`config.mk`:
```
export PLATFORM = sky130hd
export DESIGN_NAME = muldiv_unit
export DESIGN_NICKNAME = d
export VERILOG_FILES = /design/src/rtl/muldiv_unit.sv
export SDC_FILE = /design/constraint.sdc
export NUM_CORES = 1
export LEC_CHECK = 0
export CORE_UTILIZATION = 40
export CTS_BUF_LIST = sky130_fd_sc_hd__clkbuf_16
export CTS_CLUSTER_SIZE = 30
export DETAILED_ROUTE_END_ITERATION = 10
export HOLD_SLACK_MARGIN = 0.08
export PLACE_DENSITY = 0.69
export SYNTH_ARGS = -nofsm -noshare
export SYNTH_HDL_FRONTEND = slang
export SYNTH_SLANG_ARGS = --single-unit
export TNS_END_PERCENT = 20
```
`constraint.sdc`:
```
create_clock -name clk -period 5.51 [get_ports clk]
set_input_delay 1.102 -clock clk [delete_from_list [all_inputs] [get_ports clk]]
set_output_delay 1.102 -clock clk [all_outputs]
set_load 0.005 [all_outputs]
```
`src/rtl/muldiv_unit.sv`:
```
`default_nettype none
// ============================================================================
// Module  : muldiv_unit
// Brief   : Iterative RV32M/RV64M multiply/divide unit. A shift-add
//           multiplier and a restoring divider each produce one bit per
//           cycle. Operands are converted to magnitudes on entry and the
//           signs are reapplied in a single fixup cycle.
// Revision: 1.0 - initial release
// ============================================================================
module muldiv_unit #(
  parameter int XLEN  = 32,
  parameter int CNT_W = $clog2(XLEN) + 1
) (
  input  logic            clk,
  input  logic            reset,
  input  logic            start,
  input  logic [2:0]      funct3,
  input  logic [XLEN-1:0] a,
  input  logic [XLEN-1:0] b,
  input  logic            kill,
  output logic            busy,
  output logic            done,
  output logic [XLEN-1:0] result
);

  localparam logic [XLEN-1:0] C_MOST_NEG = {1'b1, {(XLEN-1){1'b0}}};

  typedef enum logic [1:0] {
    S_IDLE  = 2'd0,
    S_CALC  = 2'd1,
    S_FIXUP = 2'd2,
    S_DONE  = 2'd3
  } state_t;

  state_t            r_state;
  logic [2:0]        r_op;
  // r_hi: product high half / partial remainder
  // r_lo: multiplier shifting out, product low half / dividend in, quotient out
  // r_opb: multiplicand magnitude / divisor magnitude
  logic [XLEN-1:0]   r_hi;
  logic [XLEN-1:0]   r_lo;
  logic [XLEN-1:0]   r_opb;
  logic              r_neg_res;
  logic              r_neg_rem;
  logic [CNT_W-1:0]  r_cnt;
  logic              r_busy;
  logic              r_done;
  logic [XLEN-1:0]   r_result;

  logic              w_a_signed;
  logic              w_b_signed;
  logic              w_a_neg;
  logic              w_b_neg;
  logic [XLEN-1:0]   w_a_mag;
  logic [XLEN-1:0]   w_b_mag;
  logic              w_b_zero;
  logic              w_div_ovf;
  logic              w_special;
  logic [XLEN-1:0]   w_special_res;
  logic [XLEN-1:0]   w_addend;
  logic [XLEN:0]     w_sum;
  logic [XLEN:0]     w_shift;
  logic [XLEN:0]     w_sub;
  logic              w_ge;
  logic [CNT_W-1:0]  w_cnt_nxt;
  logic [2*XLEN-1:0] w_prod_s;
  logic [XLEN-1:0]   w_quo;
  logic [XLEN-1:0]   w_rem;
  logic [XLEN-1:0]   w_fix;

  // Operand signedness by opcode; MUL is treated as signed since its low half is sign-agnostic
  always_comb begin
    w_a_signed = 1'b0;
    w_b_signed = 1'b0;
    case (funct3)
      3'b000, 3'b001, 3'b100, 3'b110: begin
        w_a_signed = 1'b1;
        w_b_signed = 1'b1;
      end
      3'b010:  w_a_signed = 1'b1;
      default: ;
    endcase
  end

  assign w_a_neg   = w_a_signed & a[XLEN-1];
  assign w_b_neg   = w_b_signed & b[XLEN-1];
  assign w_a_mag   = w_a_neg ? (~a + 1'b1) : a;
  assign w_b_mag   = w_b_neg ? (~b + 1'b1) : b;
  assign w_b_zero  = (b == '0);
  assign w_div_ovf = ~funct3[0] & (a == C_MOST_NEG) & (&b);
  assign w_special = funct3[2] & (w_b_zero | w_div_ovf);

  // Early-out results for divide-by-zero and signed overflow
  always_comb begin
    w_special_res = '0;
    if (w_b_zero) begin
      w_special_res = funct3[1] ? a : '1;
    end else if (!funct3[1]) begin
      w_special_res = a;
    end
  end

  // One multiply step: conditionally add multiplicand into the high half, then shift right
  assign w_addend = r_lo[0] ? r_opb : '0;
  assign w_sum    = {1'b0, r_hi} + {1'b0, w_addend};

  // One restoring-divide step; the remainder always stays below the divisor,
  // so the borrow of the trial subtraction alone decides the quotient bit
  assign w_shift = {r_hi, r_lo[XLEN-1]};
  assign w_sub   = w_shift - {1'b0, r_opb};
  assign w_ge    = ~w_sub[XLEN];

  assign w_cnt_nxt = r_cnt - CNT_W'(1);

  // Sign fixup and result selection
  assign w_prod_s = r_neg_res ? (~{r_hi, r_lo} + 1'b1) : {r_hi, r_lo};
  assign w_quo    = r_neg_res ? (~r_lo + 1'b1) : r_lo;
  assign w_rem    = r_neg_rem ? (~r_hi + 1'b1) : r_hi;

  always_comb begin
    w_fix = '0;
    case (r_op)
      3'b000:                 w_fix = w_prod_s[XLEN-1:0];
      3'b001, 3'b010, 3'b011: w_fix = w_prod_s[2*XLEN-1:XLEN];
      3'b100, 3'b101:         w_fix = w_quo;
      default:                w_fix = w_rem;
    endcase
  end

  // Control FSM and datapath registers
  always_ff @(posedge clk or posedge reset) begin
    if (reset) begin
      r_state   <= S_IDLE;
      r_op      <= '0;
      r_hi      <= '0;
      r_lo      <= '0;
      r_opb     <= '0;
      r_neg_res <= 1'b0;
      r_neg_rem <= 1'b0;
      r_cnt     <= '0;
      r_busy    <= 1'b0;
      r_done    <= 1'b0;
      r_result  <= '0;
    end else begin
      case (r_state)
        S_IDLE: begin
          r_done <= 1'b0;
          if (start && !kill) begin
            r_op      <= funct3;
            r_neg_res <= w_a_neg ^ w_b_neg;
            r_neg_rem <= w_a_neg;
            r_cnt     <= CNT_W'(XLEN);
            r_busy    <= 1'b1;
            r_hi      <= '0;
            if (funct3[2]) begin
              r_lo  <= w_a_mag;
              r_opb <= w_b_mag;
            end else begin
              r_lo  <= w_b_mag;
              r_opb <= w_a_mag;
            end
            if (w_special) begin
              r_result <= w_special_res;
              r_done   <= 1'b1;
              r_state  <= S_DONE;
            end else begin
              r_state  <= S_CALC;
            end
          end
        end
        S_CALC: begin
          if (kill) begin
            r_busy  <= 1'b0;
            r_state <= S_IDLE;
          end else begin
            if (r_op[2]) begin
              r_hi <= w_ge ? w_sub[XLEN-1:0] : w_shift[XLEN-1:0];
              r_lo <= {r_lo[XLEN-2:0], w_ge};
            end else begin
              r_hi <= w_sum[XLEN:1];
              r_lo <= {w_sum[0], r_lo[XLEN-1:1]};
            end
            r_cnt <= w_cnt_nxt;
            if (w_cnt_nxt == '0) begin
              r_state <= S_FIXUP;
            end
          end
        end
        S_FIXUP: begin
          if (kill) begin
            r_busy  <= 1'b0;
            r_state <= S_IDLE;
          end else begin
            r_result <= w_fix;
            r_done   <= 1'b1;
            r_state  <= S_DONE;
          end
        end
        default: begin
          r_done  <= 1'b0;
          r_busy  <= 1'b0;
          r_state <= S_IDLE;
        end
      endcase
    end
  end

  assign busy   = r_busy;
  assign done   = r_done;
  assign result = r_result;

endmodule
`default_nettype wire
```
==> summary.md, run 1 <==
| Metric | Value |
|---|---|
| Post-synthesis to final-layout area growth | 13.0% |
| Leak Pwr | 7.02 nW |
| Net switching power | 0.00547 W |
| Dominant synthesized flop cell | dfrtp_1 |
| Sw Share | 0.532 |
| Met1 Usage GRT | 0.414 |
| Hold EP | result[25] |
| Yosys cell types | 82 |
| Sequential element share of the synthesized area | 0.234 |
| Tightest Pin Transition | 1380 ps |
| Post-synth net total | 2183 |
| Clock-pin slew on the worst setup and hold paths | 80 ps |
| Final worst setup slack | 1140 ps |
| DR pass1 iterations | 6 |
| Fin crit share | 0.793 |
| Synth Area in Simple Gates | 0.200 |
| Core Box Area | 37700 sq um |
| Fraction of the mapped netlist area in adder cells | 0.0842 |
| Crit-path max FO | 16 |
| Via density per instance | 6.35 |
| Ant diodes | 0 |
| Cell row count | 71 |
| Synthesized instance count | 2035 |
| Slew Limit Fails | 0 |
| Skew-Pair Late Insertion Delay | 460 ps |
| PortBufs | 104 |
| R2r setup slk | 1160 ps |
| Startpoint Class | primary input |
| Chip Width | 198 um |
| CTS Buf Count | 17 |
| Worst slack at placement | 779 ps |
| Post-DP HPWL | 45000 um |
| Xor-xnor portion of the synthesized cell area | 0.103 |
| I/O pin total | 105 |
| Hold Path Depth | 1 |
| CTS tree | built |
| Setup-failing EPs final | 0 |
| Max Buffers Root-to-Sink | 2 |
| Initial antenna violation count | 3 |
| CP endpoint kind | flop |
| Final GP Congestion | 0.992 |
| Vias in the first global route | 14900 |
| Slew Limit Headroom | 0.0812 |
| CP Class | primary input to flop |
| Mux contribution to synthesized area | 0.0439 |
| Global Route met3 Usage | 0.0572 |
| Setup TNS | 0 ps |
| CTS Hold Bufs | 0 |
| H-tree levels | 4 |
| EDFF count, synth | 0 |
| Setup Skew | 16.8 ps |
| Remaining antenna violation count | 0 |
| Final hold vios | 0 |
| GRT Util Overall | 0.299 |
| Fin crit period | 4370 ps |
| CTS resizes | 0 |
| Max VDD drop | 246 uV |
| Ys Warns | 0 |
| Post-CTS setup buffers | 0 |
| Max Freq | 229 MHz |
| Hold WC Path Type | flop to flop |
| Largest family of logic cells by synthesized area | compound AO/OA/AOI/OAI gates |
| Worst flop-to-flop path startpoint | r_lo[0] |
| Worst Path Required | 5860 ps |
| Avg WL per Cell | 22.9 um |
| Vias | 16400 |
| Yosys reg bits | 143 |
| Largest net degree at the start of global routing | 113 |
| Initial Utilization | 0.406 |
| Ys async rst share | 1.00 |
| Share of power burned in registers | 0.218 |
| Met2 usage | 0.456 |
| Clock sinks | 143 |
| Comb power frac | 0.667 |
| Status | complete, no violations |
| RSZ-0062 raised after global routing | no |
| DRT iter0 DRCs | 2093 |
| R2r worst-path depth | 11 |
| Compound-Gate Fraction of Synth Area | 0.281 |
| Gr ovfl total | 0 |
| Max-Cap Viols | 0 |
| PwrDens | 594 nW/um^2 |
| Int Pwr | 0.00481 W |
| Die Ht | 198 um |
| Layout cell share with drive strength beyond 1 | 0.0620 |
| Syn Area/Cell | 7.52 sq um |
| Worst Path Arrival | 4720 ps |
| FF-to-FF End | result[18] |
| First-pass GRT wire length | 88700 um |
| Post-Synthesis Cell Area | 15300 sq um |
| GRT busiest layer | met2 |
| Die ar. | 39000 sq um |
| Final net count | 2201 |
| Clock power share | 0.115 |
| CTS Root Cell | clkbuf_16 |
| Wirelength, routed | 59000 um |
| Hold Crit Start | result[25] |
| Drt drc | 0 |
-- layout make-up --
cell class | count | area [sq um]
Clock buffer | 17 | 425
Clock inverter | 15 | 131
Inverter | 68 | 260
Tap cell | 511 | 639
Fill cell | 3787 | 20400
Timing Repair Buffer | 141 | 1320
Sequential cell | 143 | 3580
Multi-Input combinational cell | 1682 | 10900
-- how the worst max path moves through the flow --
stage | slack [ps] | endpoint | start
after floorplan | 570 | busy | reset
after detailed placement | 780 | result[30] | a[4]
final | 1140 | result[30] | a[2]
after global routing | 920 | result[30] | a[2]
after global placement | 850 | result[30] | a[4]
after CTS | 1230 | result[30] | a[4]
-- layer usage --
metal | vias up | share of wire
li1 | 7465 | -
met1 | 7797 | 0.42
met2 | 947 | 0.44
met3 | 163 | 0.11
met4 | 4 | 0.039
met5 | - | 0.00042
-- Yosys cell counts, drive strengths merged, types with 8 or more instances --
| cell | n | area, sq um |
|---|---|---|
| nor2 | 209 | 785 |
| nand2 | 198 | 743 |
| o21ai | 177 | 893 |
| a21oi | 173 | 866 |
| dfrtp | 143 | 3580 |
| clkbuf | 114 | 428 |
| xnor2 | 104 | 911 |
| xor2 | 76 | 666 |
| ha | 75 | 938 |
| inv | 66 | 248 |
| nor3 | 52 | 260 |
| a21o | 46 | 345 |
| mux2i | 39 | 390 |
| a211oi | 33 | 253 |
| maj3 | 31 | 310 |
| nand3 | 31 | 155 |
| o31ai | 31 | 233 |
| a31oi | 28 | 175 |
| buf | 28 | 135 |
| mux2 | 25 | 282 |
| nand4 | 25 | 156 |
| o22ai | 25 | 156 |
| a22oi | 24 | 180 |
| o211ai | 21 | 158 |
| nand2b | 19 | 119 |
| o221ai | 19 | 166 |
| or3 | 19 | 124 |
| or4 | 17 | 135 |
| nor4 | 16 | 119 |
| and3 | 15 | 93.8 |
| o41ai | 14 | 130 |
| o21a | 13 | 97.6 |
| and2 | 12 | 75.1 |
| nor2b | 11 | 68.8 |
| or2 | 10 | 62.6 |
| a21boi | 9 | 67.6 |
| a221oi | 8 | 70.1 |
-- flip-flops by register name, indices dropped and copies added (netlist names) --
register and flops:
r_opb 32, busy 1, r_hi 32, r_neg_rem 1
done 1, r_state 2, r_op 3, result 32
r_neg_res 1, r_lo 32, r_cnt 6
-- through the flow --
step	hold slack [ps]	instance area [sq um]	total power, W	cells	util
after global routing	512	17300	0.0109	2577	0.459
after CTS	483	17300	0.0101	2577	0.459
after global placement	464	16700	0.00875	2545	0.444
after floorplan	450	15300	0.00677	2035	-
final	480	17300	0.0103	2577	0.459
after detailed placement	465	16700	0.00886	2545	0.444
-- logic make-up after synthesis --
family	count (synthesis)
AOI/OAI and AO/OA	677
xor gates and xnor gates	180
adders and majority gates	108
buffers and inverters	210
DFF	143
muxes	64
and+or+nand+nor	653
-- power groups by stage --
stage,registers [W],logic [W],clock network (W)
after floorplan,0.00183,0.00494,0
after global placement,0.00219,0.00656,0
after detailed placement,0.00220,0.00666,0
after CTS,0.00218,0.00670,0.00118
after global routing,0.00226,0.00743,0.00122
final,0.00224,0.00686,0.00118
-- critical path, stage by stage --
cell,delay [ps]
clkdlybuf4s50_1,520
or4_1,590
nor4b_1,520
nand4_1,240
o2bb2ai_1,440
a31o_2,470
nand2_1,300
a211oi_1,260
o21ai_0,130
o211a_1,120
-- cell usage in the layout, fill, tap and decap left out, types with 27 or more instances in the layout --
cell and n:
a211oi_1 32, buf_4 38, maj3_1 31, a21oi_1 173, ha_1 74, nand3_1 29
xor2_1 76, nand2_1 198, dfrtp_1 141, a21o_1 46, a31oi_1 27, o21ai_0 171
inv_1 66, mux2i_1 39, o31ai_1 31, xnor2_1 104, nor3_1 52, nor2_1 208
clkdlybuf4s50_1 103
Note: power is estimated with default switching activity, not from simulation.
==> run 2: changes to the inputs <==
--- a/config.mk
+++ b/config.mk
@@ -10,7 +10,7 @@
 export CTS_CLUSTER_SIZE = 30
 export DETAILED_ROUTE_END_ITERATION = 10
 export HOLD_SLACK_MARGIN = 0.08
-export PLACE_DENSITY = 0.69
+export PLACE_DENSITY = 0.71
 export SYNTH_ARGS = -nofsm -noshare
 export SYNTH_HDL_FRONTEND = slang
 export SYNTH_SLANG_ARGS = --single-unit
==> constraint.sdc (replaced) <==
create_clock -name clk -period 3.9 [get_ports clk]
set_input_delay 0.78 -clock clk [delete_from_list [all_inputs] [get_ports clk]]
set_output_delay 0.78 -clock clk [all_outputs]
set_load 0.005 [all_outputs]
==> run 2 against run 1 <==
  * Die area unchanged
  * Setup slack worse by 830 ps
  * Final area up 5.0%
  * Utilization rose by 2.3 points
  * Power grew 48%
  * Critical path depth is 3 higher
  * Routed wire length rose by 2.9%
  * Via count rose by 3.1%
  * Hold slack lost 1.9 ps
  * Largest cell class unchanged
==> summary.md, run 2 (same netlist as run 1, synthesis figures left out) <==
| Metric | Value |
|---|---|
| Final Hold Slack | 478 ps (was 480 ps) |
| Commonest non-fill, non-tap cells in the layout | 207 x nor2_1, 198 x nand2_1, 173 x a21oi_1 (was 208 x nor2_1, 198 x nand2_1, 173 x a21oi_1) |
| Total power draw | 0.0152 W (was 0.0103 W) |
| Net switching power | 0.00784 W (was 0.00547 W) |
| Fin cells | 2683 (was 2577) |
| Worst Path Arrival | 3910 ps (was 4720 ps) |
| Slew Limit Fails | 0 (unchanged) |
| Hold WC Path Type | flop to flop (unchanged) |
| Core Box Area | 37700 sq um (unchanged) |
| Comb power frac | 0.682 (was 0.667) |
| Slowest CP cell | dfrtp_1 (was or4_1) |
| Setup-failing EPs final | 0 (unchanged) |
| CTS tree | built (unchanged) |
| Largest delay share family, worst path | compound AO/OA/AOI/OAI gates (was simple AND/OR/NAND/NOR gates) |
| Sw Share | 0.516 (was 0.532) |
| Post-DP HPWL | 47200 um (was 45000 um) |
| Max Buffers Root-to-Sink | 2 (unchanged) |
| I/O pin total | 105 (unchanged) |
| Vias in the first global route | 15500 (was 14900) |
| Max VDD drop | 420 uV (was 246 uV) |
| Chip Width | 198 um (unchanged) |
| Post-CTS setup buffers | 0 (unchanged) |
| CTS Buf Count | 17 (unchanged) |
| Skew-Pair Late Insertion Delay | 460 ps (about the same) |
| Placed Cells | 2649 (was 2545) |
| RSZ-0062 raised after global routing | no (unchanged) |
| Leak Pwr | 7.57 nW (was 7.02 nW) |
| Remaining antenna violation count | 0 (unchanged) |
| Final net count | 2305 (was 2201) |
| DR pass1 iterations | 6 (unchanged) |
| Clock power share | 0.113 (was 0.115) |
| Gr ovfl total | 0 (unchanged) |
| Max Freq | 279 MHz |
| Clock-pin slew on the worst setup and hold paths | 70 ps (was 80 ps) |
| Wirelength, routed | 60700 um (was 59000 um) |
| PwrDens | 836 nW/um^2 (was 594 nW/um^2) |
| Met1 Usage GRT | 0.431 (was 0.414) |
| Worst path buffer plus inverter count | 3 (was 1) |
| Met2 usage | 0.467 (was 0.456) |
| Final hold vios | 0 (unchanged) |
| Die Ht | 198 um (unchanged) |
| DRT iter0 DRCs | 2034 (was 2093) |
| Most common cell after layout, fill and taps aside | nor2_1 (unchanged) |
| H-tree levels | 4 (unchanged) |
| Max-Cap Viols | 0 (unchanged) |
| CP dominant cell by count | buf_4 |
| PortBufs | 104 (unchanged) |
| Layout cell share with drive strength beyond 1 | 0.106 (was 0.0620) |
| Share of power burned in registers | 0.205 (was 0.218) |
| Worst Path Required | 4220 ps (was 5860 ps) |
| Avg WL per Cell | 22.6 um (was 22.9 um) |
| First-pass GRT wire length | 92700 um (was 88700 um) |
| Status | complete, no violations (unchanged) |
| Fin crit share | 0.921 |
| Crit-path max cell delay | 450 ps (was 590 ps) |
| Initial antenna violation count | 3 (unchanged) |
| Initial Utilization | 0.406 (unchanged) |
| Final GP Congestion | 1.02 (was 0.992) |
| Die ar. | 39000 sq um (unchanged) |
| Post-synthesis to final-layout area growth | 18.7% (was 13.0%) |
| GRT busiest layer | met2 (unchanged) |
| Setup Skew | 11.4 ps (was 16.8 ps) |
| Fin crit period | 3590 ps |
| Startpoint Class | flop (was primary input) |
| Int Pwr | 0.00735 W (was 0.00481 W) |
| Vias | 16900 (was 16400) |
| Global Route met3 Usage | 0.0637 (was 0.0572) |
| Via density per instance | 6.29 (was 6.35) |
| Crit-path max FO | 12 (was 16) |
| CP endpoint kind | flop (unchanged) |
| CP Class | flop to flop (was primary input to flop) |
| Clock sinks | 143 (unchanged) |
| CP Cell Sequence | inv_1 > ha_1 > fa_1 > nand2b_1 > a21oi_1 > o211ai_1 > a211oi_1 > buf_4 > or3_1 > nand3_2 > buf_4 > mux2i_1 > o221ai_1 (was clkdlybuf4s50_1 > or4_1 > nor4b_1 > nand4_1 > o2bb2ai_1 > a31o_2 > nand2_1 > a211oi_1 > o21ai_0 > o211a_1) |
| Cell row count | 71 (unchanged) |
| GRT Util Overall | 0.311 (was 0.299) |
| Tightest Pin Transition | 1150 ps (was 1380 ps) |
| Slew Limit Headroom | 0.235 (was 0.0812) |
| CTS Root Cell | clkbuf_16 (unchanged) |
| Largest net degree at the start of global routing | 68 (was 113) |
| Drt drc | 0 (unchanged) |
## run 2: power by group through the flow
stage / sequential, W / combinational [W] / clock [W]
floorplan: 0.00259 / 0.00698 / 0
global placement: 0.00305 / 0.00991 / 0
detailed placement: 0.00307 / 0.0100 / 0
CTS: 0.00304 / 0.0101 / 0.00171
global route: 0.00316 / 0.0112 / 0.00176
finish: 0.00311 / 0.0104 / 0.00171
## run 2: tightest hold or removal path, delay by kind of cell, from the launching register on
kind | cells | cell delay [ps]
and+or+nand+nor | 1 | 50
AOI/OAI and AO/OA | 1 | 50
DFF | 1 | 340
## run 2: final timing paths
| check | start | end | slack, ps | cells past startpoint |
|---|---|---|---|---|
| max reg2reg | r_lo[31] | r_hi[16] | 310 | 13 |
| min in group asynchronous | reset | r_hi[10] | 800 | 2 |
| min | result[19] | result[19] | 480 | 2 |
| max in group asynchronous | reset | r_op[2] | 2260 | 3 |
| min reg2reg | result[19] | result[19] | 480 | 2 |
| max | r_lo[31] | r_hi[16] | 310 | 13 |
## run 2: routing by layer
layer,part of all wire,wire length [um]
met4,0.044,2650
met2,0.43,26100
met1,0.42,25500
met5,0.00038,23
met3,0.11,6410
## run 2: cell type report
type                    instances  area [sq um]
multi-input cells            1682         10900
clock buffers                  17           425
fillers                      3737         19500
flip-flops and latches        143          3580
diodes                          2          5.00
repair buffers                245          2160
well taps                     511           639
inverters                      68           259
clock inverters                15           145
## run 2: through the flow
step | utilization | cell area (sq um) | setup TNS [ps] | worst slack, ps
6_report | 0.482 | 18200 | 0 | 309
5_1_grt | 0.482 | 18100 | 0 | 87.2
4_1_cts | 0.482 | 18100 | 0 | 149
3_5_place_dp | 0.467 | 17600 | -51.8 | -17.7
3_3_place_gp | 0.467 | 17600 | -0.509 | -0.509
2_1_floorplan | - | 15300 | 0 | 513
## run 2: timing repair
action,CTS,global route
endpoints found under the setup margin,0,9
gates resized for setup,0,3
hold buffers,0,0
